File: config.mk
export PLATFORM = sky130hd
export DESIGN_NAME = reg_dump_reader
export DESIGN_NICKNAME = d
export VERILOG_FILES = /design/src/rtl/reg_dump_reader.sv
export SDC_FILE = /design/constraint.sdc
export NUM_CORES = 1
export LEC_CHECK = 0
export CORE_MARGIN = 2
export CORE_UTILIZATION = 45
export DETAILED_ROUTE_END_ITERATION = 8
export PLACE_DENSITY_LB_ADDON = 0.15
export SLEW_MARGIN = 20
export SYNTH_ARGS = -nofsm -noshare
export SYNTH_HDL_FRONTEND = slang
export SYNTH_SLANG_ARGS = --single-unit
File: constraint.sdc
create_clock -name i_clk -period 2.55 [get_ports i_clk]
set_input_delay 0.51 -clock i_clk [delete_from_list [all_inputs] [get_ports i_clk]]
set_output_delay 0.51 -clock i_clk [all_outputs]
set_load 0.005 [all_outputs]
File: src/rtl/reg_dump_reader.sv
// Walks a range of register-file addresses through a combinational read port
// and streams each word out LSB-first as bytes on a valid/ready interface.
module reg_dump_reader #(
  parameter int DATA_WIDTH = 32,
  parameter int ADDR_WIDTH = 5
) (
  input  logic                  i_clk,
  input  logic                  i_rst,
  input  logic                  i_start,
  input  logic [ADDR_WIDTH-1:0] i_start_addr,
  input  logic [ADDR_WIDTH:0]   i_count,
  output logic                  o_busy,
  output logic                  o_done,
  output logic [ADDR_WIDTH-1:0] o_rd_addr,
  input  logic [DATA_WIDTH-1:0] i_rd_data,
  output logic                  o_out_valid,
  input  logic                  i_out_ready,
  output logic [7:0]            o_out_byte,
  output logic                  o_out_last
);

  localparam int BYTES = DATA_WIDTH / 8;
  localparam int IDX_W = (BYTES > 1) ? $clog2(BYTES) : 1;
  localparam logic [IDX_W-1:0]      LAST_IDX = IDX_W'(BYTES - 1);
  localparam logic [IDX_W-1:0]      IDX_ONE  = IDX_W'(1);
  localparam logic [ADDR_WIDTH:0]   REM_ONE  = (ADDR_WIDTH+1)'(1);
  localparam logic [ADDR_WIDTH-1:0] ADDR_ONE = ADDR_WIDTH'(1);

  typedef enum logic [1:0] {
    S_IDLE,
    S_FETCH,
    S_SEND,
    S_FIN
  } state_t;

  state_t                r_state;
  state_t                w_state_next;
  logic [ADDR_WIDTH-1:0] r_addr;
  logic [ADDR_WIDTH-1:0] r_rd_addr;
  logic [ADDR_WIDTH:0]   r_remaining;
  logic [DATA_WIDTH-1:0] r_shift;
  logic [IDX_W-1:0]      r_byte_idx;

  logic w_start_ok;
  logic w_count_zero;
  logic w_accept;
  logic w_word_done;
  logic w_more_words;

  // FIN behaves like IDLE for command acceptance so dumps can run back to back
  assign w_start_ok   = i_start && ((r_state == S_IDLE) || (r_state == S_FIN));
  assign w_count_zero = (i_count == '0);
  assign w_accept     = (r_state == S_SEND) && i_out_ready;
  assign w_word_done  = w_accept && (r_byte_idx == LAST_IDX);
  assign w_more_words = (r_remaining > REM_ONE);

  always_ff @(posedge i_clk) begin
    if (i_rst) begin
      r_state <= S_IDLE;
    end else begin
      r_state <= w_state_next;
    end
  end

  always_comb begin
    w_state_next = r_state;
    case (r_state)
      S_IDLE, S_FIN: begin
        if (w_start_ok) begin
          w_state_next = w_count_zero ? S_FIN : S_FETCH;
        end else begin
          w_state_next = S_IDLE;
        end
      end
      S_FETCH: w_state_next = S_SEND;
      S_SEND: begin
        if (w_word_done) begin
          w_state_next = w_more_words ? S_FETCH : S_FIN;
        end
      end
      default: w_state_next = S_IDLE;
    endcase
  end

  // rd_addr is only reloaded on entry to FETCH, so it holds between fetches
  always_ff @(posedge i_clk) begin
    if (i_rst) begin
      r_addr      <= '0;
      r_rd_addr   <= '0;
      r_remaining <= '0;
      r_shift     <= '0;
      r_byte_idx  <= '0;
    end else begin
      if (w_start_ok) begin
        r_addr      <= i_start_addr;
        r_remaining <= i_count;
        if (!w_count_zero) begin
          r_rd_addr <= i_start_addr;
        end
      end
      if (r_state == S_FETCH) begin
        r_shift    <= i_rd_data;
        r_byte_idx <= '0;
      end
      if (w_accept) begin
        r_shift    <= r_shift >> 8;
        r_byte_idx <= r_byte_idx + IDX_ONE;
        if (w_word_done) begin
          r_remaining <= r_remaining - REM_ONE;
          r_addr      <= r_addr + ADDR_ONE;
          if (w_more_words) begin
            r_rd_addr <= r_addr + ADDR_ONE;
          end
        end
      end
    end
  end

  assign o_busy      = (r_state == S_FETCH) || (r_state == S_SEND);
  assign o_done      = (r_state == S_FIN);
  assign o_rd_addr   = r_rd_addr;
  assign o_out_valid = (r_state == S_SEND);
  assign o_out_byte  = r_shift[7:0];
  assign o_out_last  = (r_state == S_SEND) && (r_remaining == REM_ONE) &&
                       (r_byte_idx == LAST_IDX);

endmodule

# == After elaboration in Yosys (flattened, before gate mapping) ==
# Cells that the tools add are included.
# classes
muxes,20
add_sub_neg,3
n_eq_ne,6
n_reduce_logical,12
order_cmp,1
# ops
cell,count
$mux 24,2
$mux 5,8
$mux 6,3
$mux 2,6
$eq 2x2->1 const B,3
$eq 6x1->1 const B,1
$gt 6x1->1 const B,1
$logic_not 6->1,1
$pmux 2 s3,1
$sub 6x1->6 const B,1
$add 5x1->5 const B,1
$logic_and 1x1->1,5
$reduce_or 2->1,2
$add 2x1->2 const B,1
$eq 2x1->1 const B,1
$logic_not 2->1,1
$logic_or 1x1->1,2
$ne 2x1->1 const B,1
$reduce_bool 2->1,1
# word_totals
regBits,52
out_inout_bits,17

# == Depth between registers and ports, before layout ==
# Gate-level depths: netlist of the first run.
# logic_depth
word_depth,7
mapped_depth,8

# == Worst setup path before layout of the first run ==
# OpenSTA, ideal clock, no wires.
# synth_timing
path_type,in2reg
start,input port i_count[0]
end,register r_state[1]
setup_ps,91
required_time_ps,2459
stages,3
setup_slack_ps,729
arrival_time_ps,1730
cell_sequence,or4_4 > or4_1 > a311oi_1
# synth_between
elab_chain_cells,4
# synth_lines
item,line,source
from (decl),11,"input logic [ADDR_WIDTH:0] i_count,"
$logic_not 6->1,52,assign w_count_zero = (i_count == '0);
$mux 2,70,w_state_next = w_count_zero ? S_FIN : S_FETCH;
$mux 2,69,if (w_start_ok) begin
$pmux 2 s3,67,case (r_state)
to (signal assigned),61,r_state <= w_state_next;
to (decl),36,state_t r_state;
# No other way between the ends.
# A chain may end at the register's enable or synchronous reset.

# == Final worst setup path of the first run ==
# layout_timing
start,register r_state[1]
end,output port o_out_last
# layout_between
elab_chain_cells,3
# layout_lines
item,line,source
$eq 2x2->1,124,assign o_out_last = (r_state == S_SEND) && (r_remaining == REM_ONE) &&
$logic_and 1x1->1 (2 in series),124,
to (decl),19,output logic o_out_last
# No other way between the ends.

==> metrics.csv, run 1 <==
stage,metric,value,unit
placed_design,hpwl,4090,um
worst_setup_path,reg2reg_from,r_state[0],
worst_hold_path,hold_depth,2,
drt,vias,2176,
drt,routed_wl,5745,um
worst_hold_path,min_to,o_rd_addr[4],
logic_synthesis,yosys_warnings,0,
grt,antenna_found_initial,0,
timing,setup_viol,0,
clocking,cts_root_buf,clkbuf_8,
timing,slew_headroom,63.37,%
grt,grt_pass1_vias,2001,
logic_synthesis,syn_area_per_cell,8.798,um2
run_status,status,completed,
pwr,peakVddDrop,0.2612,mV
logic_synthesis,syn_area,0.002516,mm2
floorplan,fp.dieH,78.78,um
finish,layout_commonest_cell,clkdlybuf4s50_1,
worst_hold_path,hp-class,register to register,
clocking,path_clk_slew,0.09,ns
clocking,cts_sinks,52,
timing,final.setup.tns,0,ns
worst_setup_path,r2r-end,r_addr[4],
worst_setup_path,required,2.04,ns
flow_run,cap_violations,0,
drt,drt_pass1_iterations,4,
floorplan,pin_count,64,
timing,clock_skew,0.006278,ns
logic_synthesis,postSynthCellCount,286,
floorplan,start_util,46.26,%
clocking,worstSkewPairLatency,0.30,ns
timing,period_needed,2.403,ns
placed_design,place_area,0.003181,mm2
timing,worst_pin_slew,0.5495,ns
finish,layout.nets,391,
timing,hold_violations,0,
logic_synthesis,async_flop_share,0,%
placed_design,place.port_buffers,63,
pwr,powerDensity,573.0,mW/mm2
worst_setup_path,cp-end-kind,output port,
grt,groute.usage.overall,18.73,%
clocking,cts_buffer_depth,2,
worst_setup_path,cp-start-kind,register,
finish,areaGrowthSynthToFinish,30.13,%
clocking,post_cts_buffers,0,
grt,grt_pass1_wl,9390,um
floorplan,rows,27,
clocking,cts_made_buffers,5,
logic_synthesis,synth_ff_type,dfxtp_1,
floorplan,die-width,78.78,um
logic_synthesis,seq_area_frac_synth,41.37,%
timing,slew_violations,0,
grt,grt_max_degree,52,
finish,final_area,0.003274,mm2
drt,drtIter0Drc,126,
logic_synthesis,yosysUniqueCellTypes,37,
worst_setup_path,critical_path_class,register to output port,
drt,vias_per_cell,5.307,
drt,antenna_left,0,
clocking,ctsHoldBuffers,0,
floorplan,dieArea,0.006206,mm2
drt,avgRoutedWirePerCell,14.01,um
worst_hold_path,hold_path_startpoint,o_rd_addr[4],
logic_synthesis,synth.ff_latch_count,52,
drt,drc,0,
clocking,htree_levels,2,
worst_setup_path,r2r_cells,7,
clocking,cts_resized,0,
finish,drive_above_1_share,5.917,%
timing,finalCritPeriodShare,94.25,%
worst_setup_path,r2r_slack,0.67,ns
logic_synthesis,syn-num-nets,340,
timing,rsz0062_at_grt,false,
pwr,leakage,0.001223,uW
finish,diodes,0,
worst_setup_path,crit_arrival,1.89,ns
worst_setup_path,path_max_fanout,12,
placed_design,place.gp.congestion,0.8196,
clocking,cts_tree,built,
floorplan,core,0.005439,mm2
timing,clock.fmax,416.1,MHz
grt,grt_overflow,0,
logic_synthesis,synth_edf_count,0,
finish,final_cell_mix,"clkdlybuf4s50_1 (63), dfxtp_1 (52), nor2_1 (46)",
==> per-layer routing <==
layer | vias up | routed length [um] | track usage, %
met5 | - | 0 | 0
met4 | 0 | 29 | 3.684
met3 | 2 | 341 | 4.318
met2 | 59 | 2490 | 28.21
met1 | 984 | 2883 | 27.47
li1 | 1131 | - | -
==> worst max-delay path, cell delays in order (launching register included) <==
cell and delay, ns:
dfxtp_1 0.41, ha_1 0.41, and4_1 0.27, clkdlybuf4s50_1 0.51
==> cell families (layout without fill, tap and decap cells) <==
family	after synthesis	count (layout)	share of synthesized area, %
flops	52	52	41.37
buf+inv	34	86	6.415
mux	32	32	12.73
fa+ha+maj	7	7	3.481
xor+xnor	3	3	1.044
compound gates	69	69	19.05
simple gates	89	89	15.91
==> worst max-delay path by stage <==
stage / slack (ns) / endpoint / from
6_report: 0.15 / o_out_last / r_state[1]
2_1_floorplan: 0.73 / r_state[1] / i_count[0]
3_5_place_dp: 0.18 / o_rd_addr[2] / i_count[0]
4_1_cts: 0.15 / o_out_last / r_state[1]
3_3_place_gp: 0.22 / o_rd_addr[2] / i_count[0]
5_1_grt: 0.03 / o_out_last / r_state[1]
==> per-stage QoR <==
stage	hold WS, ns	util (%)	setup slack, ns	cells	power (uW)
after floorplan	0.4611	-	0.7294	286	1235
after CTS	0.4830	60.20	0.1453	410	1898
after global routing	0.5116	60.20	0.03441	410	1981
after detailed placement	0.4705	58.48	0.1761	402	1416
final	0.4812	60.20	0.1467	410	1876
after global placement	0.4642	58.48	0.2205	402	1409
==> Yosys cell counts, drive strengths merged (2+ instances only) <==
cell    count  area [um2]
dfxtp      52        1041
nor2       46       172.7
mux2i      32       320.3
a211oi     27       202.7
a21oi      17       85.08
nand2      16       60.06
buf        14       86.33
clkbuf     14       52.55
a221oi      7       61.31
ha          7       87.58
o21ai       7       35.03
inv         6       22.52
nand3       6       30.03
nor3        5       25.02
a311oi      3       26.28
and2        3       18.77
a31oi       2       12.51
and3        2       12.51
nor3b       2       15.01
nor4        2       12.51
or4         2       18.77
xor2        2       17.52
==> where the power goes <==
part / switching, uW / internal, uW / leakage [uW]
registers: 51.6 / 891 / 0.000426
clock network: 257 / 221 / 0.0000445
logic: 206 / 250 / 0.000753
total: 514 / 1360 / 0.00122
==> area by class of cell <==
cell class	count	area, um2
fillers	494	2165
multi-input cells	200	1316
flip-flops and latches	52	1041
repair buffers	72	710.7
well taps	72	90.09
clock buffers	7	86.33
inverters	6	22.52
clock inverters	1	7.507
==> flip-flops by register name, summed over array words and instances (netlist names) <==
signal / count
r_addr: 5
r_shift: 32
r_byte_idx: 2
r_state: 2
o_rd_addr: 5
r_remaining: 6
No activity file was read; power rests on OpenSTA's default activity.
==> run 2: changes to the inputs <==
Settings changed: PLACE_DENSITY set to 0.73, PLACE_DENSITY_LB_ADDON 0.15 to not set.
==> run 2 against run 1 <==
Net effect: clock power increased by 3%; combinational power decreased by 1%; first-iteration DRC count decreased by 33%; wire length decreased by 0.44%; maximum frequency increased by 3.9%; flip-flop and latch count unchanged; sequential share of layout area decreased by 0.073 points; register-to-register slack improved by 0.02 ns; critical endpoint unchanged; largest power group unchanged.
==> metrics.csv, run 2 (same netlist as run 1, synthesis figures left out) <==
stage,metric,value,unit,change
run_status,status,completed,,
worst_setup_path,required,2.04,ns,about the same
grt,grt_pass1_vias,2162,,+8.0%
finish,top_register,r_shift,,
pwr,peakVddDrop,0.3801,mV,+46%
worst_setup_path,crit_path_top_delay_cell,clkdlybuf4s50_1,,
timing,hold_violations,0,,unchanged
finish,reg.largest.list,"r_shift x32, r_remaining x6",,
finish,final_area,0.003282,mm2,+0.23%
pwr,fin_total_pwr,1887,uW,+0.59%
placed_design,hpwl,4136,um,+1.1%
clocking,cts_resized,0,,unchanged
worst_setup_path,max_stage_delay,0.50,ns,about the same
drt,topRoutingLayerUsed,met4,,
clocking,cts_tree,built,,
worst_setup_path,cp-start-kind,register,,
floorplan,dieArea,0.006206,mm2,unchanged
worst_setup_path,crit_arrival,1.80,ns,-0.09 ns
finish,fillers,498,,+0.81%
pwr,powerDensity,575.1,mW/mm2,+0.36%
finish,drive_above_1_share,6.195,%,+0.28 points
finish,layout.nets,392,,+0.26%
finish,layout_commonest_cell,clkdlybuf4s50_1,,
clocking,cts_made_buffers,5,,unchanged
floorplan,rows,27,,unchanged
floorplan,start_util,46.26,%,unchanged
timing,setup_viol,0,,unchanged
timing,slew_headroom,61.65,%,-1.7 points
timing,worst_pin_slew,0.5753,ns,+0.02583 ns
timing,period_needed,2.314,ns,-0.08968 ns
timing,slew_violations,0,,unchanged
worst_setup_path,path_max_fanout,6,,-6
floorplan,pin_count,64,,unchanged
finish,diodes,0,,unchanged
finish,largest_reg_flops,32,,unchanged
clocking,cts_root_buf,clkbuf_8,,
placed_design,place.gp.congestion,0.8705,,+6.2%
drt,vias,2248,,+3.3%
worst_setup_path,crit_path_cell_trace,"nor4_1, buf_4, and4_1, clkdlybuf4s50_1",,
clocking,cts_sinks,52,,unchanged
flow_run,cap_violations,0,,unchanged
grt,grt_max_degree,52,,unchanged
clocking,post_cts_buffers,0,,unchanged
drt,wl_met2,2750,um,+10%
worst_setup_path,r2r_slack,0.69,ns,+0.02 ns
floorplan,die-width,78.78,um,unchanged
finish,multi_input_comb_area,0.001316,mm2,unchanged
clocking,cts_buffer_depth,2,,unchanged
floorplan,fp.dieH,78.78,um,unchanged
drt,wl_met3,400,um,+17%
finish,register_area,0.001041,mm2,unchanged
finish,final_cells,411,,+0.24%
grt,antenna_found_initial,0,,unchanged
worst_setup_path,cp-end-kind,output port,,
clocking,ctsHoldBuffers,0,,unchanged
timing,final.setup.tns,0,ns,unchanged
drt,antenna_left,0,,unchanged
drt,drc,0,,unchanged
timing,clock.fmax,432.2,MHz,+3.9%
timing,finalCritPeriodShare,90.73,%,-3.5 points
grt,grt_overflow,0,,unchanged
drt,vias_per_cell,5.470,,+3.1%
placed_design,place_area,0.003188,mm2,+0.24%
drt,avgRoutedWirePerCell,13.92,um,-0.68%
pwr,leakage,0.001228,uW,+0.42%
timing,clock_skew,0.005292,ns,-0.0009860 ns
drt,routed_wl,5720,um,-0.44%
drt,met1_length,2502,um,-13%
grt,grt_pass1_wl,9646,um,+2.7%
finish,final_cell_mix,"clkdlybuf4s50_1 (63), dfxtp_1 (52), nor2_1 (46)",,
clocking,worstSkewPairLatency,0.31,ns,about the same
placed_design,place.port_buffers,63,,unchanged
timing,rsz0062_at_grt,false,,
worst_hold_path,hp-class,register to register,,
worst_setup_path,critical_path_class,register to output port,,
clocking,htree_levels,2,,unchanged
floorplan,core,0.005439,mm2,unchanged
placed_design,placed_cells,403,,+0.25%
grt,groute.usage.overall,19.19,%,+0.46 points
drt,drt_pass1_iterations,4,,unchanged
drt,drtIter0Drc,84,,-33%
finish,areaGrowthSynthToFinish,30.43,%,
clocking,path_clk_slew,0.09,ns,about the same
[run 2: final timing paths]
| kind | from | endpoint | depth (start not counted) |
|---|---|---|---|
| hold reg to reg | o_rd_addr[4] | o_rd_addr[4] | 2 |
| hold / removal | o_rd_addr[4] | o_rd_addr[4] | 2 |
| setup reg to reg | r_state[0] | r_remaining[5] | 7 |
| setup / recovery | r_remaining[2] | o_out_last | 4 |
[run 2: area by class of cell]
class,instances,share of cell area (%)
Clock buffer,7,2.631
Clock inverter,1,0.2287
Inverter,6,0.6862
Multi-Input combinational cell,200,40.11
Sequential cell,52,31.72
Tap cell,72,2.745
Timing Repair Buffer,73,21.88
[run 2: per-layer routing]
metal	GRT usage (%)	up-vias
met4	6.491	0
met5	0	-
met1	23.18	1035
li1	-	1128
met2	32.65	76
met3	5.568	9
[run 2: metrics by stage]
step | hold WS [ns] | util (%) | worst slack, ns
after floorplan | 0.4611 | - | 0.7294
after global placement | 0.4606 | 58.62 | 0.2397
after detailed placement | 0.4717 | 58.62 | 0.2037
after CTS | 0.4841 | 60.34 | 0.2202
after global routing | 0.5016 | 60.34 | 0.1369
final | 0.4803 | 60.34 | 0.2364
[run 2: worst max-delay path: cells and delay by family (launching register included)]
kind | cells | cell delay, ns
buf+inv | 2 | 0.68
flops | 1 | 0.36
simple gates | 2 | 0.45
[run 2: report_power, final]
part	switching, uW	internal (uW)
Clock	271	221
Combinational	202	249
Sequential	52.6	891
Total	526	1360
==> run 3: changes to the inputs <==
Settings changed: CTS_CLUSTER_DIAMETER set to 120, CTS_CLUSTER_SIZE set to 28.
==> results of run 3 <==
Final layout, timing and power as in run 2 (identical DEF).
==> variant 1: new RTL, flow settings as in run 1 <==
`ADDR_WIDTH`: 5 -> 4.
--- a/src/rtl/reg_dump_reader.sv
+++ b/src/rtl/reg_dump_reader.sv
@@ -3,5 +3,5 @@
 module reg_dump_reader #(
   parameter int DATA_WIDTH = 32,
-  parameter int ADDR_WIDTH = 5
+  parameter int ADDR_WIDTH = 4
 ) (
   input  logic                  i_clk,
Interface: changed (resized i_count, i_start_addr and o_rd_addr); port bits go from 64 to 61. The function was not compared with the original's and may differ.
==> variant 1 against run 1 <==
Sequential cell count down 3. Final area down 4.9%. Sequential power down 4.8%. Power up 1.7%. Setup slack better by 0.097 ns. Critical path type unchanged. Largest power group unchanged. Wire length down 9.1%. Global-route usage down 0.93 points. Critical endpoint unchanged. Highest routed layer unchanged. Area after synthesis down 4.1%.
==> variant 1: results (changes against run 1) <==
- Status: complete, no violations
- Leakage: 1.171 nW (-4.2%)
- Post-CTS Setup Bufs: 0 (unchanged)
- Later-pin clock latency in the skew report: 0.30 ns (about the same)
- Port Buffers: 60 (-4.8%)
- Critical Path End: o_out_last
- Inserted Diodes: 0 (unchanged)
- Synth top area cells: dfxtp_1 41%, mux2i_1 13%, a211oi_1 7.8%, nor2_1 7.0%, buf_4 4.0%
- Initial antenna violation count: 0 (unchanged)
- Reg-to-reg slack, setup: 0.70 ns (+0.03 ns)
- Filler instances: 512 (+3.6%)
- Crit path max fanout: 9 (-3)
- Net Count, Synth: 317 (-6.8%)
- Critical R2R Capture: o_rd_addr[3]
- Avg Vias per Cell: 5.187 (-2.3%)
- Total CTS buffers: 5 (unchanged)
- Post-synth EDFFs: 0 (unchanged)
- First-pass DRT Iterations: 5 (+1)
- Max Root-Sink Buffers: 2 (unchanged)
- Vias in the first global route: 1788 (-11%)
- Regs by FF count: r_shift (32), r_remaining (5)
- R2r worst-path depth: 5 (-2)
- Hold crit path type: reg -> reg
- Ys async rst share: 0% (unchanged)
- Total GRT Usage: 17.80% (-0.93 points)
- Gpl congestion: 0.8376 (+2.2%)
- Total grt overflow: 0 (unchanged)
- DRT iter0 DRCs: 134 (+6.3%)
- Worst-margin pin slew: 0.3628 ns (-0.1867 ns)
- Layout cell share with drive strength beyond 1: 7.097% (+1.2 points)
- CTS root buffer: clkbuf_8
- Pin count of the biggest net entering global routing: 53 (+1.9%)
- Synth cell types: 39 (+5.4%)
- Nets@finish: 361 (-7.7%)
- Clock slew at reported path FFs: 0.09 ns (about the same)
- Peak supply drop: 0.3426 mV (+31%)
- First-pass GRT wire length: 8.666 mm (-7.7%)
- HPWL reported at the end of detailed placement: 3.826 mm (-6.5%)
- Hold path start: o_rd_addr[0]
- Yosys warning total: 0 (unchanged)
- Setup Skew: 0.005977 ns (-0.0003008 ns)
- H-tree levels: 2 (unchanged)
- Critical path arrival: 1.80 ns (-0.09 ns)
- Seq/Total Area, Yosys: 40.64% (-0.73 points)
- Commonest cells post-synth: 49 x dfxtp_1, 45 x nor2_1, 32 x mux2i_1
- Critical path startpoint: r_state[1]
- DRT Wirelength: 5.222 mm (-9.1%)
- Post-CTS sizing: 0 (unchanged)
-- variant 1: cell families (layout without fill, tap and decap cells) --
group,Yosys count,count (layout),share of synthesized area [%]
buffers and inverters,33,78,7.465
and+or+nand+nor,84,84,16.23
muxes,32,32,13.27
xor gates and xnor gates,2,2,0.7259
AOI/OAI and AO/OA,58,58,18.04
DFF,49,49,40.64
adders and majority gates,7,7,3.629
-- variant 1: power breakdown --
part / total [mW] / switching (mW) / leakage [nW] / internal [mW]
Clock: 0.554 / 0.259 / 0.0554 / 0.295
Sequential: 0.898 / 0.0532 / 0.401 / 0.845
Combinational: 0.456 / 0.204 / 0.715 / 0.253
-- variant 1: how the worst min path moves through the flow --
stage                   endpoint  slack (ns)  cells after the start
global placement    o_rd_addr[1]        0.46                      2
CTS                 o_rd_addr[0]        0.48                      2
global route        o_rd_addr[3]        0.51                      2
floorplan            r_shift[24]        0.46                      2
detailed placement  o_rd_addr[0]        0.47                      2
finish              o_rd_addr[0]        0.48                      2
-- variant 1: final cells by class --
type | instances | share of cell area (%)
flip-flops and latches | 49 | 31.51
multi-input cells | 183 | 40.31
well taps | 70 | 2.814
clock inverters | 2 | 1.246
inverters | 6 | 0.7235
repair buffers | 64 | 21.06
clock buffers | 6 | 2.331
-- variant 1: critical path, stage by stage, from the launching register on --
cell,delay (ns)
dfxtp_1,0.40
ha_1,0.36
and4_1,0.24
clkdlybuf4s50_1,0.50
-- variant 1: metal layers --
layer / vias to the layer above / wire [um] / global-route usage, %
li1: 1027 / - / -
met4: 0 / 52 / 6.429
met5: - / 0 / 0
met1: 886 / 2620 / 25.90
met2: 54 / 2259 / 25.91
met3: 4 / 290 / 3.647
-- variant 1: per-stage QoR --
step           setup slack, ns  util, %  area, um2  cells
2_1_floorplan           0.9886        -       2414    265
3_5_place_dp            0.4191    58.40       3002    372
5_1_grt                 0.1351    60.56       3113    380
6_report                0.2441    60.56       3113    380
4_1_cts                 0.2456    60.56       3113    380
3_3_place_gp            0.4494    58.40       3002    372
==> variant 2: new RTL, settings of run 1 <==
Made on the original files. Re-encode `state_t` (4 states) as one-hot, 4 bits wide.
--- a/src/rtl/reg_dump_reader.sv
+++ b/src/rtl/reg_dump_reader.sv
@@ -27,9 +27,9 @@
   localparam logic [ADDR_WIDTH-1:0] ADDR_ONE = ADDR_WIDTH'(1);
 
-  typedef enum logic [1:0] {
-    S_IDLE,
-    S_FETCH,
-    S_SEND,
-    S_FIN
+  typedef enum logic [3:0] {
+    S_IDLE  = 4'b0001,
+    S_FETCH = 4'b0010,
+    S_SEND  = 4'b0100,
+    S_FIN   = 4'b1000
   } state_t;
 
Behaviour: same outputs for any inputs over 10 cycles, from zero or initial values and one cycle with i_rst high; not proved beyond that.
==> variant 2 against run 1 <==
Wire length increased by 8.4%. Synthesized cell count increased by 15%. Setup slack got worse by 0.099 ns. Area after synthesis increased by 2.9%. Sequential cell count increased by 2. Final area increased by 2.8%. Global-route usage increased by 1.4 points. Power decreased by 7.1%. Critical path type unchanged.
==> variant 2: results (changes against run 1) <==
- Nets@finish: 426 (+9.0%)
- Slew HR: 65.73% (+2.4 points)
- Critical R2R Launch: r_state[1]
- Critical path arrival: 1.99 ns (+0.10 ns)
- First-pass GRT wire length: 10.41 mm (+11%)
- Worst-case hold path end point: r_shift[30]
- Filler instances: 530 (+7.3%)
- GR met3 Demand/Resource: 3.846% (-0.47 points)
- Met1 Usage GRT: 29.87% (+2.4 points)
- Avg Vias per Cell: 5.422 (+2.2%)
- Cell Count Post-Placement: 440 (+9.5%)
- Average size of a mapped cell: 7.892 um2 (-10%)
- Vias: 2429 (+12%)
- Pin count of the biggest net entering global routing: 37 (-29%)
- Commonest cells post-synth: 79 x nand2_1, 54 x dfxtp_1, 38 x nor2_1
- Status: complete, no violations
- Synth top area cells: dfxtp_1 42%, nand2_1 11%, a311oi_1 11%, nor2_1 5.5%, a21oi_1 3.7%
- Gpl congestion: 0.8470 (+3.3%)
- DRT Wirelength: 6.228 mm (+8.4%)
- Layout cell share with drive strength beyond 1: 7.979% (+2.1 points)
- Met2 usage: 29.66% (+1.5 points)
- Crit path max fanout: 8 (-4)
- Vias in the first global route: 2217 (+11%)
- DRT iter0 DRCs: 158 (+25%)
- Setup Skew: 0.005165 ns (-0.001113 ns)
- Critical R2R Capture: r_remaining[4]
- Net Count, Synth: 379 (+11%)
- Hold path start: r_shift[30]
- Peak supply drop: 0.3594 mV (+38%)
- Synth cell types: 44 (+19%)
==> variant 2: cell types whose count changed in the layout (fill, tap and decap cells not counted), sizes merged, moves of 4 or more <==
cell	change
a211oi	-25
nor2	-8
mux2i	-32
a311oi	+29
a221oi	-7
nand3	+4
nand2	+65
==> variant 2: layout make-up <==
cell class | count | area [um2] | area share [%]
Clock buffer | 5 | 68.82 | 2.045
Clock inverter | 3 | 48.80 | 1.450
Inverter | 5 | 23.77 | 0.7066
Multi-Input combinational cell | 238 | 1339 | 39.79
Sequential cell | 54 | 1087 | 32.32
Tap cell | 72 | 90.09 | 2.678
Timing Repair Buffer | 71 | 706.9 | 21.01
==> variant 2: worst max-delay path: cells and delay by family (launching register included) <==
| family | cells | cell delay, ns |
|---|---|---|
| and+or+nand+nor | 2 | 0.64 |
| buffers and inverters | 2 | 0.66 |
| DFF | 1 | 0.38 |
==> variant 2: power by group <==
part           switching [mW]  internal [mW]  leakage (nW)
clock                   0.300          0.299        0.0563
sequential             0.0251          0.874         0.439
combinational           0.108          0.137         0.714
total                   0.432           1.31          1.21
==> variant 2: timing repair <==
item                                    CTS  global route
resized for setup                         3             5
endpoints found under the setup margin    2             3
pin swaps                                 0             0
==> variant 2: logic make-up after synthesis <==
| group | count (synthesis) | share of synthesized area, % |
|---|---|---|
| buffers and inverters | 36 | 7.346 |
| muxes | 1 | 0.4350 |
| AOI/OAI and AO/OA | 75 | 20.83 |
| and+or+nand+nor | 154 | 26.34 |
| adders and majority gates | 4 | 1.933 |
| DFF | 54 | 41.76 |
| xor gates and xnor gates | 4 | 1.354 |
==> variant 2: per-stage QoR <==
step	total power [mW]	hold WS, ns	cell area [um2]	setup slack (ns)
after floorplan	1.031	0.4367	2589	0.5758
after global placement	1.156	0.4473	3224	0.3498
after detailed placement	1.158	0.4536	3224	0.3416
after CTS	1.754	0.4691	3346	0.01504
after global routing	1.824	0.4970	3364	0.001190
final	1.743	0.4674	3364	0.04734
==> variant 2: per-layer routing <==
layer | routed length [um] | vias up
li1 | - | 1251
met1 | 3175 | 1123
met2 | 2743 | 53
met3 | 279 | 2
met4 | 29 | 0
met5 | 0 | -
==> variant 2: how the worst max path moves through the flow <==
stage,slack [ns],from,end
2_1_floorplan,0.58,r_state[2],o_busy
3_3_place_gp,0.35,r_state[2],o_busy
3_5_place_dp,0.34,r_state[2],o_out_valid
4_1_cts,0.02,r_remaining[4],o_out_last
5_1_grt,0.001,r_state[1],o_out_last
6_report,0.05,r_state[1],o_busy
